--- config.mk ---
export PLATFORM = sky130hd
export DESIGN_NAME = ps2_key_decoder
export DESIGN_NICKNAME = d
export VERILOG_FILES = /design/src/rtl/ps2_pkg.sv /design/src/rtl/ps2_rx_frame.sv /design/src/rtl/ps2_key_decoder.sv
export SDC_FILE = /design/constraint.sdc
export NUM_CORES = 1
export LEC_CHECK = 0
export CAP_MARGIN = 20
export CORE_MARGIN = 10
export CORE_UTILIZATION = 59
export CTS_CLUSTER_SIZE = 28
export DETAILED_ROUTE_END_ITERATION = 10
export PLACE_DENSITY = 0.93
export SLEW_MARGIN = 20
export SYNTH_ARGS = -nofsm -noshare
export SYNTH_HDL_FRONTEND = slang
export SYNTH_HIERARCHICAL = 1
export SYNTH_SLANG_ARGS = --single-unit
--- constraint.sdc ---
create_clock -name clk -period 5.1 [get_ports clk]
set_clock_uncertainty 0.15 [all_clocks]
set_input_delay 1.02 -clock clk [delete_from_list [all_inputs] [get_ports clk]]
set_output_delay 1.02 -clock clk [all_outputs]
set_load 0.02 [all_outputs]
--- src/rtl/ps2_pkg.sv ---
// Shared definitions for the PS/2 keyboard decoder: frame FSM states,
// prefix bytes, default scan-code entries and a parity helper.
// Entries are 9 bits wide: {extended, scan[7:0]}.
package ps2_pkg;

  // Receive frame FSM states.
  typedef enum logic [1:0] {
    PS2_IDLE   = 2'd0,
    PS2_DATA   = 2'd1,
    PS2_PARITY = 2'd2,
    PS2_STOP   = 2'd3
  } ps2_state_e;

  // Prefix bytes that qualify the following scan byte.
  localparam logic [7:0] PS2_PREFIX_EXT = 8'hE0;
  localparam logic [7:0] PS2_PREFIX_BRK = 8'hF0;

  // Scan-code entries ({ext, scan}) for the default key map.
  localparam logic [8:0] PS2_SC_SPACE = 9'h029;
  localparam logic [8:0] PS2_SC_C     = 9'h021;
  localparam logic [8:0] PS2_SC_UP    = 9'h175;
  localparam logic [8:0] PS2_SC_DOWN  = 9'h172;
  localparam logic [8:0] PS2_SC_LEFT  = 9'h16B;
  localparam logic [8:0] PS2_SC_RIGHT = 9'h174;

  // Odd parity over the data byte plus the parity bit: valid when the
  // total count of ones is odd.
  function automatic logic ps2_odd_parity_ok(input logic [7:0] data,
                                             input logic       par);
    return ^{data, par};
  endfunction

endpackage : ps2_pkg

--- src/rtl/ps2_rx_frame.sv ---
// PS/2 device-to-host frame receiver: synchronises the asynchronous PS/2
// lines, detects falling edges of ps2_clk, shifts in the 11-bit frame and
// reports one byte (or one error) per frame. Both reports are single-cycle
// and combinational in the cycle the closing edge is detected.
// Optional feature: define PS2_PARITY_CHECK_EN to reject bytes with bad
// odd parity; otherwise the parity bit is sampled and ignored.
module ps2_rx_frame
  import ps2_pkg::*;
#(
  parameter int unsigned TIMEOUT_CYCLES = 50000,
  parameter int unsigned SYNC_STAGES    = 3
) (
  input  logic       clk_i,
  input  logic       rst_i,
  input  logic       ps2_clk_i,
  input  logic       ps2_dat_i,
  output logic       byte_valid_o,
  output logic [7:0] byte_data_o,
  output logic       byte_err_o
);

  localparam int unsigned TW = $clog2(TIMEOUT_CYCLES + 1);

  logic [SYNC_STAGES-1:0] clk_sync_q;
  logic [SYNC_STAGES-1:0] dat_sync_q;
  logic                   clk_prev_q;
  logic                   clk_s;
  logic                   dat_s;
  logic                   fall;

  ps2_state_e             state_q, state_d;
  logic [2:0]             bit_cnt_q, bit_cnt_d;
  logic [7:0]             shift_q, shift_d;
  logic [TW-1:0]          tmo_q, tmo_d;
  logic                   tmo_expired;
  logic                   byte_valid;
  logic                   byte_err;

`ifdef PS2_PARITY_CHECK_EN
  logic                   par_q, par_d;
`endif

  assign clk_s = clk_sync_q[SYNC_STAGES-1];
  assign dat_s = dat_sync_q[SYNC_STAGES-1];
  assign fall  = clk_prev_q & ~clk_s;

  // Synchroniser chains and previous synced clock; idle-high on reset.
  always_ff @(posedge clk_i) begin
    if (rst_i) begin
      clk_sync_q <= '1;
      dat_sync_q <= '1;
      clk_prev_q <= 1'b1;
    end else begin
      clk_sync_q <= {clk_sync_q[SYNC_STAGES-2:0], ps2_clk_i};
      dat_sync_q <= {dat_sync_q[SYNC_STAGES-2:0], ps2_dat_i};
      clk_prev_q <= clk_s;
    end
  end

  // Inter-edge timeout: runs only while inside a frame, cleared by each edge.
  always_comb begin
    tmo_d       = tmo_q;
    tmo_expired = 1'b0;
    if (state_q == PS2_IDLE || fall) begin
      tmo_d = '0;
    end else if (tmo_q == TW'(TIMEOUT_CYCLES - 1)) begin
      tmo_expired = 1'b1;
      tmo_d       = '0;
    end else begin
      tmo_d = tmo_q + 1'b1;
    end
  end

  // Frame FSM: start bit, 8 data bits LSB first, parity, stop.
  always_comb begin
    state_d    = state_q;
    bit_cnt_d  = bit_cnt_q;
    shift_d    = shift_q;
    byte_valid = 1'b0;
    byte_err   = 1'b0;
`ifdef PS2_PARITY_CHECK_EN
    par_d      = par_q;
`endif
    unique case (state_q)
      PS2_IDLE: begin
        if (fall && !dat_s) begin
          state_d   = PS2_DATA;
          bit_cnt_d = '0;
        end
      end
      PS2_DATA: begin
        if (fall) begin
          shift_d = {dat_s, shift_q[7:1]};
          if (bit_cnt_q == 3'd7) begin
            state_d = PS2_PARITY;
          end else begin
            bit_cnt_d = bit_cnt_q + 3'd1;
          end
        end
      end
      PS2_PARITY: begin
        if (fall) begin
`ifdef PS2_PARITY_CHECK_EN
          par_d = dat_s;
`endif
          state_d = PS2_STOP;
        end
      end
      PS2_STOP: begin
        if (fall) begin
          state_d = PS2_IDLE;
          if (!dat_s) begin
            byte_err = 1'b1;
`ifdef PS2_PARITY_CHECK_EN
          end else if (!ps2_odd_parity_ok(shift_q, par_q)) begin
            byte_err = 1'b1;
`endif
          end else begin
            byte_valid = 1'b1;
          end
        end
      end
      default: state_d = PS2_IDLE;
    endcase
    // Expiry only fires on a cycle without an edge, so it never races
    // a completed byte.
    if (tmo_expired) begin
      state_d  = PS2_IDLE;
      byte_err = 1'b1;
    end
  end

  // Frame state registers.
  always_ff @(posedge clk_i) begin
    if (rst_i) begin
      state_q   <= PS2_IDLE;
      bit_cnt_q <= '0;
      shift_q   <= '0;
      tmo_q     <= '0;
`ifdef PS2_PARITY_CHECK_EN
      par_q     <= 1'b0;
`endif
    end else begin
      state_q   <= state_d;
      bit_cnt_q <= bit_cnt_d;
      shift_q   <= shift_d;
      tmo_q     <= tmo_d;
`ifdef PS2_PARITY_CHECK_EN
      par_q     <= par_d;
`endif
    end
  end

  assign byte_valid_o = byte_valid;
  assign byte_data_o  = shift_q;
  assign byte_err_o   = byte_err;

endmodule : ps2_rx_frame

--- src/rtl/ps2_key_decoder.sv ---
// PS/2 keyboard decoder top: receives bytes from ps2_rx_frame, folds the
// E0/F0 prefixes into a completed scan code, and tracks held/pressed/
// released state for a configurable table of keys.
// Optional feature: PS2_PARITY_CHECK_EN (odd-parity checking in ps2_rx_frame).
module ps2_key_decoder
  import ps2_pkg::*;
#(
  parameter int unsigned             N_KEYS         = 6,
  parameter logic [N_KEYS*9-1:0]     KEY_CODES      = {PS2_SC_SPACE, PS2_SC_C,
                                                       PS2_SC_UP,    PS2_SC_DOWN,
                                                       PS2_SC_LEFT,  PS2_SC_RIGHT},
  parameter int unsigned             TIMEOUT_CYCLES = 50000,
  parameter int unsigned             SYNC_STAGES    = 3
) (
  input  logic              clk,
  input  logic              reset,
  input  logic              ps2_clk,
  input  logic              ps2_dat,
  output logic [N_KEYS-1:0] key_down,
  output logic [N_KEYS-1:0] key_press,
  output logic [N_KEYS-1:0] key_release,
  output logic              code_valid,
  output logic [7:0]        code_data,
  output logic              code_ext,
  output logic              code_break,
  output logic              frame_err
);

  logic              byte_valid;
  logic [7:0]        byte_data;
  logic              byte_err;

  logic              ext_q, ext_d;
  logic              brk_q, brk_d;
  logic [N_KEYS-1:0] key_down_q, key_down_d;
  logic [N_KEYS-1:0] key_press_q, key_press_d;
  logic [N_KEYS-1:0] key_release_q, key_release_d;
  logic              code_valid_q, code_valid_d;
  logic [7:0]        code_data_q, code_data_d;
  logic              code_ext_q, code_ext_d;
  logic              code_break_q, code_break_d;
  logic              frame_err_q, frame_err_d;

  ps2_rx_frame #(
    .TIMEOUT_CYCLES (TIMEOUT_CYCLES),
    .SYNC_STAGES    (SYNC_STAGES)
  ) u_rx (
    .clk_i        (clk),
    .rst_i        (reset),
    .ps2_clk_i    (ps2_clk),
    .ps2_dat_i    (ps2_dat),
    .byte_valid_o (byte_valid),
    .byte_data_o  (byte_data),
    .byte_err_o   (byte_err)
  );

  // Prefix tracking, code completion and per-key make/break state.
  always_comb begin
    ext_d         = ext_q;
    brk_d         = brk_q;
    key_down_d    = key_down_q;
    key_press_d   = '0;
    key_release_d = '0;
    code_valid_d  = 1'b0;
    code_data_d   = code_data_q;
    code_ext_d    = code_ext_q;
    code_break_d  = code_break_q;
    frame_err_d   = 1'b0;
    if (byte_err) begin
      frame_err_d = 1'b1;
      ext_d       = 1'b0;
      brk_d       = 1'b0;
    end else if (byte_valid) begin
      if (byte_data == PS2_PREFIX_EXT) begin
        ext_d = 1'b1;
      end else if (byte_data == PS2_PREFIX_BRK) begin
        brk_d = 1'b1;
      end else begin
        code_valid_d = 1'b1;
        code_data_d  = byte_data;
        code_ext_d   = ext_q;
        code_break_d = brk_q;
        ext_d        = 1'b0;
        brk_d        = 1'b0;
        for (int unsigned i = 0; i < N_KEYS; i++) begin
          if ({ext_q, byte_data} == KEY_CODES[i*9 +: 9]) begin
            if (brk_q) begin
              if (key_down_q[i]) begin
                key_down_d[i]    = 1'b0;
                key_release_d[i] = 1'b1;
              end
            end else if (!key_down_q[i]) begin
              key_down_d[i]  = 1'b1;
              key_press_d[i] = 1'b1;
            end
          end
        end
      end
    end
  end

  // Decoder state and registered outputs.
  always_ff @(posedge clk) begin
    if (reset) begin
      ext_q         <= 1'b0;
      brk_q         <= 1'b0;
      key_down_q    <= '0;
      key_press_q   <= '0;
      key_release_q <= '0;
      code_valid_q  <= 1'b0;
      code_data_q   <= '0;
      code_ext_q    <= 1'b0;
      code_break_q  <= 1'b0;
      frame_err_q   <= 1'b0;
    end else begin
      ext_q         <= ext_d;
      brk_q         <= brk_d;
      key_down_q    <= key_down_d;
      key_press_q   <= key_press_d;
      key_release_q <= key_release_d;
      code_valid_q  <= code_valid_d;
      code_data_q   <= code_data_d;
      code_ext_q    <= code_ext_d;
      code_break_q  <= code_break_d;
      frame_err_q   <= frame_err_d;
    end
  end

  assign key_down    = key_down_q;
  assign key_press   = key_press_q;
  assign key_release = key_release_q;
  assign code_valid  = code_valid_q;
  assign code_data   = code_data_q;
  assign code_ext    = code_ext_q;
  assign code_break  = code_break_q;
  assign frame_err   = frame_err_q;

endmodule : ps2_key_decoder

-- Word-level counts from Yosys, hierarchy flattened
Cells that the tools add are included.
- logic and storage cells: 137
- memory bits (writable): 0
- output and inout bits: 30
- bits in registers: 68
- memories: 0
- latch bits: 0
- bits in read-only memories: 0
- input port bits: 4
- equal/unequal tests: 20
- add/sub/neg operators: 2
- reductions and logical operators: 33
- bitwise gates (word level): 13
- shifts and indexed selects: 0
- $mul: 0
- multiplexer cells: 37
- magnitude comparators: 0
- div/mod/pow operators: 0
- operators with widths (operator ; number):
    7-bit OR reduction ; 12
    9-bit == test, second input constant ; 4
    5-bit AND reduction ; 7
    1-bit two-way mux ; 27
    9-bit by 6-bit == test with 1-bit output, second input constant ; 2
    16-bit by 1-bit adder with 16-bit output, second input constant ; 1
    16-bit == test, second input constant ; 1
    8-bit == test, second input constant ; 2
    1-bit NOT ; 12
    2-bit two-way mux ; 5
    3-bit two-way mux ; 3
    2-bit by 1-bit inequality test with 1-bit output, second input constant ; 4
    2-bit case mux with 4 select lines ; 1
    4-bit AND reduction ; 2
    2-bit inequality test, second input constant ; 3
    3-bit case mux with 2 select lines ; 1
    2-bit AND reduction ; 3
    2-bit == test, second input constant ; 2
    2-bit OR reduction ; 2
    4-bit OR reduction ; 1
    3-bit by 1-bit adder with 3-bit output, second input constant ; 1
    3-bit == test, second input constant ; 1
    3-bit OR reduction ; 1
    2-bit by 1-bit == test with 1-bit output, second input constant ; 1
    6 further kinds ; 6

-- Logic depth before layout (Yosys ltp)
- depth after elaboration: 7
- mapped depth: 10
- gate-level depth less buffers: 9

-- Hierarchy
The synthesis kept the hierarchy.
- modules (own cells, without submodules) (module ; sequential area each (um^2) ; cells an instance ; instances ; area an instance (um^2)):
    ps2_rx_frame ; 720.7 ; 171 ; 1 ; 1610.3
    ps2_key_decoder ; 640.6 ; 122 ; 1 ; 1226.2

-- Worst setup path after synthesis
Ideal clock, no wire load.
- kind: register to register
- start: register u_rx.tmo_q[0]
- end: register code_break_q, in the netlist code_break
- clock period less this slack: 2.281 ns
- slack: 2.819 ns
- setup time: 0.128 ns
- arrival time: 2.004 ns
- buffers on the path: 1
- required time: 4.822 ns
- stages on the path, launching flop included: 11
- cell sequence: dfxtp_1 > ha_1 > and3_1 > nand4_1 > nor3_2 > o21bai_1 > nor2b_1 > o21ai_4 > buf_6 > mux2i_1 > nor2_1
- cells in the longest elaborated chain, start to end: 6
- RTL lines (item ; RTL line ; RTL):
    start: declaration ; ps2_rx_frame.sv:34 ; logic [TW-1:0] tmo_q, tmo_d;
    start signal: assignment ; ps2_rx_frame.sv:147 ; tmo_q <= tmo_d;
    16-bit == test ; ps2_rx_frame.sv:66 ; end else if (tmo_q == TW'(TIMEOUT_CYCLES - 1)) begin
    1-bit two-way mux ; ps2_rx_frame.sv:66 ;
    1-bit two-way mux ; ps2_rx_frame.sv:64 ; if (state_q == PS2_IDLE || fall) begin
    1-bit two-way mux ; ps2_rx_frame.sv:127 ; if (tmo_expired) begin
    net byte_err ; ps2_key_decoder.sv:31 ; logic byte_err;
    1-bit NOT (no line) ; - ;
    4-bit AND reduction (no line) ; - ;
    end signal: assignment ; ps2_key_decoder.sv:124 ; code_break_q <= code_break_d;
    end: declaration ; ps2_key_decoder.sv:41 ; logic code_break_q, code_break_d;
The timed path passes the listed nets, and every way through them passes these cells.
A chain may end at the register's enable or synchronous reset.

-- Worst setup path after layout
- start: register u_rx.clk_prev_q
- end: register key_down_q[3], in the netlist key_down[3]
- cells in the longest elaborated chain, start to end: 6
- elaborated cells on any way between the ends: 10
- those cells by class: 6 x mux; 2 x bitwise; 2 x reduce/logical
- RTL lines (item ; RTL line ; RTL):
    start: declaration ; ps2_rx_frame.sv:26 ; logic clk_prev_q;
    start signal: assignment ; ps2_rx_frame.sv:56 ; clk_prev_q <= clk_s;
    1-bit bitwise AND * ; ps2_rx_frame.sv:45 ; assign fall = clk_prev_q & ~clk_s;
    1-bit two-way mux or 1-bit logical OR (tied branches) ; ps2_rx_frame.sv:110, ps2_rx_frame.sv:64 ;
    1-bit two-way mux (on tied branches) ; ps2_rx_frame.sv:84, ps2_rx_frame.sv:64 ;
    1-bit two-way mux * ; ps2_rx_frame.sv:127 ;
    net byte_err ; ps2_key_decoder.sv:31 ;
    1-bit NOT (no line) * ; - ;
    5-bit AND reduction (no line) * ; - ;
    end signal: assignment ; ps2_key_decoder.sv:118 ; key_down_q <= key_down_d;
    end: declaration ; ps2_key_decoder.sv:35 ; logic [N_KEYS-1:0] key_down_q, key_down_d;
Mark *: on every way through the listed nets, which the timed path passes. The rest lies on a longest branch.

==> flow_metrics.py <==
metrics = {
    "timing": {
        "slew_violations": 0,
        "setup_viol": 0,
        "slew_headroom_pct": 30.6,
        "fin_hold_ws_ps": 262,
        "finalCritPeriodShare_pct": 58.4,
        "fmax_mhz": 336,
        "hold_viol_final": 0,
        "tightest_slew_ps": 1040,
        "timing.final.ws_setup_ps": 2120,
        "fin_crit_ps": 2980,
        "tns_ps": 0,
        "rsz0062_at_grt": "false",
    },
    "synth": {
        "yosysWarnings": 6,
        "ys_seq_elements": 68,
        "synth_edf_count": 0,
        "synth_seq_area_share_pct": 48.0,
        "yosysMostFrequentCell": "dfxtp_1",
        "synth_cell_types": 48,
        "syn-instance-count": 293,
        "async_flop_share_pct": 0,
        "synth.top_cell.area_share_pct": 48.0,
        "avgSynthCellArea_sq_um": 9.68,
        "yosysTopAreaCell": "dfxtp_1",
        "synth_area_leaders": "dfxtp_1, mux2i_1, nor2_1",
        "synth_flop_cell": "dfxtp_1",
        "synth_common_cells": "dfxtp_1, nor2_1, nand2_1, mux2i_1",
        "netlist_area_sq_um": 2840,
        "syn-num-nets": 304,
    },
    "die": {
        "die_area_sq_um": 7980,
        "rows": 25,
        "ioPinCount": 34,
        "die_w_um": 89.3,
        "core_area_sq_um": 4690,
        "initial_utilization_pct": 60.5,
        "die_h_um": 89.3,
    },
    "critical_path": {
        "path_common_cell": "nor2b_1",
        "worstPathRequired_ps": 5210,
        "cp.arrival_ps": 3090,
        "startpoint_type": "flip-flop",
        "slowest_stage": "nor2b_1",
        "timing.critical_path.cells": "nor2b_1 > nor3_2 > o21bai_1 > nor2b_1 > o21ai_4 > or3_1 > a21oi_1",
        "startpoint": "u_rx/clk_prev_q$_SDFF_PP1_",
        "end_kind": "flip-flop",
        "worst-path-buf-inv": 0,
        "cp_slowest_stage_delay_ps": 820,
        "path_delay_family": "simple AND/OR/NAND/NOR gates",
        "critPathMaxFanout": 19,
        "critPathKind": "reg2reg",
        "r2r-start": "u_rx/clk_prev_q$_SDFF_PP1_",
    },
    "run": {
        "drv_cap": 0,
    },
    "route": {
        "drt_wl_total_um": 5550,
        "drt_iter0_drc": 153,
        "drtAntennaViolNets": 0,
        "drt_pass1_iterations": 4,
        "via_per_inst": 5.57,
        "route.detailed.drc": 0,
        "wl_per_cell_um": 14.4,
        "vias": 2137,
    },
    "global_routing": {
        "grt_pass1_wl_um": 9500,
        "first_global_vias": 2050,
        "grt_remaining_overflow": 0,
        "grt_max_degree": 29,
        "grt_usage_pct": 15.0,
        "antenna_found_initial": 0,
    },
    "placement": {
        "gp_congestion": 0.847,
        "pre_cts_slack_ps": 2190,
        "io_buffer_count": 33,
        "hpwl_um": 3920,
    },
    "status": {
        "outcome": "finished, final reports clean",
    },
    "final_layout": {
        "area_delta_synth_final_pct": 17.4,
        "postLayoutCoreUtil_pct": 71.0,
        "antenna-diode-count": 0,
        "drive_above_1_share_pct": 11.5,
        "fillCellCount": 344,
        "finalNetCount": 337,
    },
    "clocking": {
        "numCtsBuffers": 9,
        "postCtsSetupRepairBufs": 0,
        "cts.clk_slew.worst_paths_ps": 70,
        "cts_tree": "done",
        "clockBufferDepth": 2,
        "clkLatencyLatePin_ps": 340,
        "cts.sink_count": 68,
        "cts_resized": 0,
        "ctsHoldBuffers": 0,
        "htreeDepth": 3,
        "cts-root-buf": "clkbuf_8",
    },
    "power_and_ir_drop": {
        "finalPower_uw": 901,
        "p_leak_uw": 0.00122,
        "power.density_nw_per_um2": 271,
        "vdd_ir_drop_max_mv": 0.233,
    },
    "min_path": {
        "min-delay-start": "u_rx/clk_sync_q[1]$_SDFF_PP1_",
        "hold_class": "reg2reg",
    },
}
-- placed cells by master, fill, tap and decap left out, drive strengths merged, types with 2 or more instances in the layout --
cell type,netlist,routed
dfxtp,68,68
nor2,33,33
clkdlybuf4s50,0,33
nand2,18,18
mux2i,15,15
nor3,15,15
a21oi,14,14
nand3,14,14
xnor2,12,12
clkbuf,5,12
inv,11,11
or2,8,8
nand4,8,8
ha,7,7
and3,6,6
nor4,6,6
nor3b,5,5
nand2b,5,5
o21ai,5,5
nor2b,4,4
or3,4,4
nor4b,4,4
clkinv,0,3
o2111ai,2,2
nor4bb,2,2
xor2,2,2
and2,2,2
-- report_power, final --
part | switching (uW) | internal [uW]
combinational | 7.74 | 5.15
clock | 183 | 172
sequential | 0.744 | 533
total | 192 | 710
-- worst reg2reg max path, stage by stage, from the launching register on --
cell and delay, ps:
dfxtp_1 320, nor2b_1 820, nor3_2 150, o21bai_1 320, nor2b_1 360, o21ai_4 240
or3_1 400, a21oi_1 150
-- layer usage --
metal	up-vias	part of all wire (%)	wire length (um)	GRT usage (%)
met4	0	1.6	91	8.09
li1	1079	-	-	-
met1	998	46	2560	18.4
met3	10	5.5	306	4.28
met5	-	0	0	0
met2	50	47	2590	23.1
-- sequential cells by signal, indices dropped and copies added (netlist names) --
| signal | cells |
|---|---|
| code_ext | 1 |
| code_valid | 1 |
| frame_err | 1 |
| key_down | 6 |
| brk_q | 1 |
| u_rx/tmo_q | 16 |
| u_rx/clk_prev_q | 1 |
| u_rx/byte_data_o | 8 |
| code_break | 1 |
| key_press | 6 |
| u_rx/state_q | 2 |
| ext_q | 1 |
| u_rx/bit_cnt_q | 3 |
| key_release | 6 |
| code_data | 8 |
| u_rx/clk_sync_q | 3 |
| u_rx/dat_sync_q | 3 |
-- cells by family (layout without fill, tap and decap cells) --
family	after synthesis	after routing	share of synthesized area, %
compound gates	27	27	6.66
xor+xnor	14	14	4.32
fa+ha+maj	7	7	3.09
buf+inv	23	60	3.66
flops	68	68	48.0
mux	15	15	5.29
simple gates	139	139	29.0
-- worst paths after layout --
check	end	slack (ps)	depth (start not counted)
worst max-delay path	key_down[3]$_SDFFE_PP0P_	2120	7
worst min-delay path	u_rx/clk_sync_q[2]$_SDFF_PP1_	260	1
worst max register to register	key_down[3]$_SDFFE_PP0P_	2120	7
worst min register to register	u_rx/clk_sync_q[2]$_SDFF_PP1_	260	1
-- through the flow --
| stage | area [sq um] | std cells |
|---|---|---|
| 2_1_floorplan | 2840 | 293 |
| 3_3_place_gp | 3180 | 369 |
| 3_5_place_dp | 3180 | 369 |
| 4_1_cts | 3330 | 384 |
| 5_1_grt | 3330 | 384 |
| 6_report | 3330 | 384 |
-- cell type report --
type	count	area (sq um)	share of cell area [%]
sequential	68	1360	40.9
inverter	11	41.3	1.24
timing repair buffer	34	338	10.1
multi-input combinational	202	1370	41.2
clock inverter	3	15.0	0.451
clock buffer	12	135	4.06
tap	54	67.6	2.03
Power figures use the tool's default switching activity.
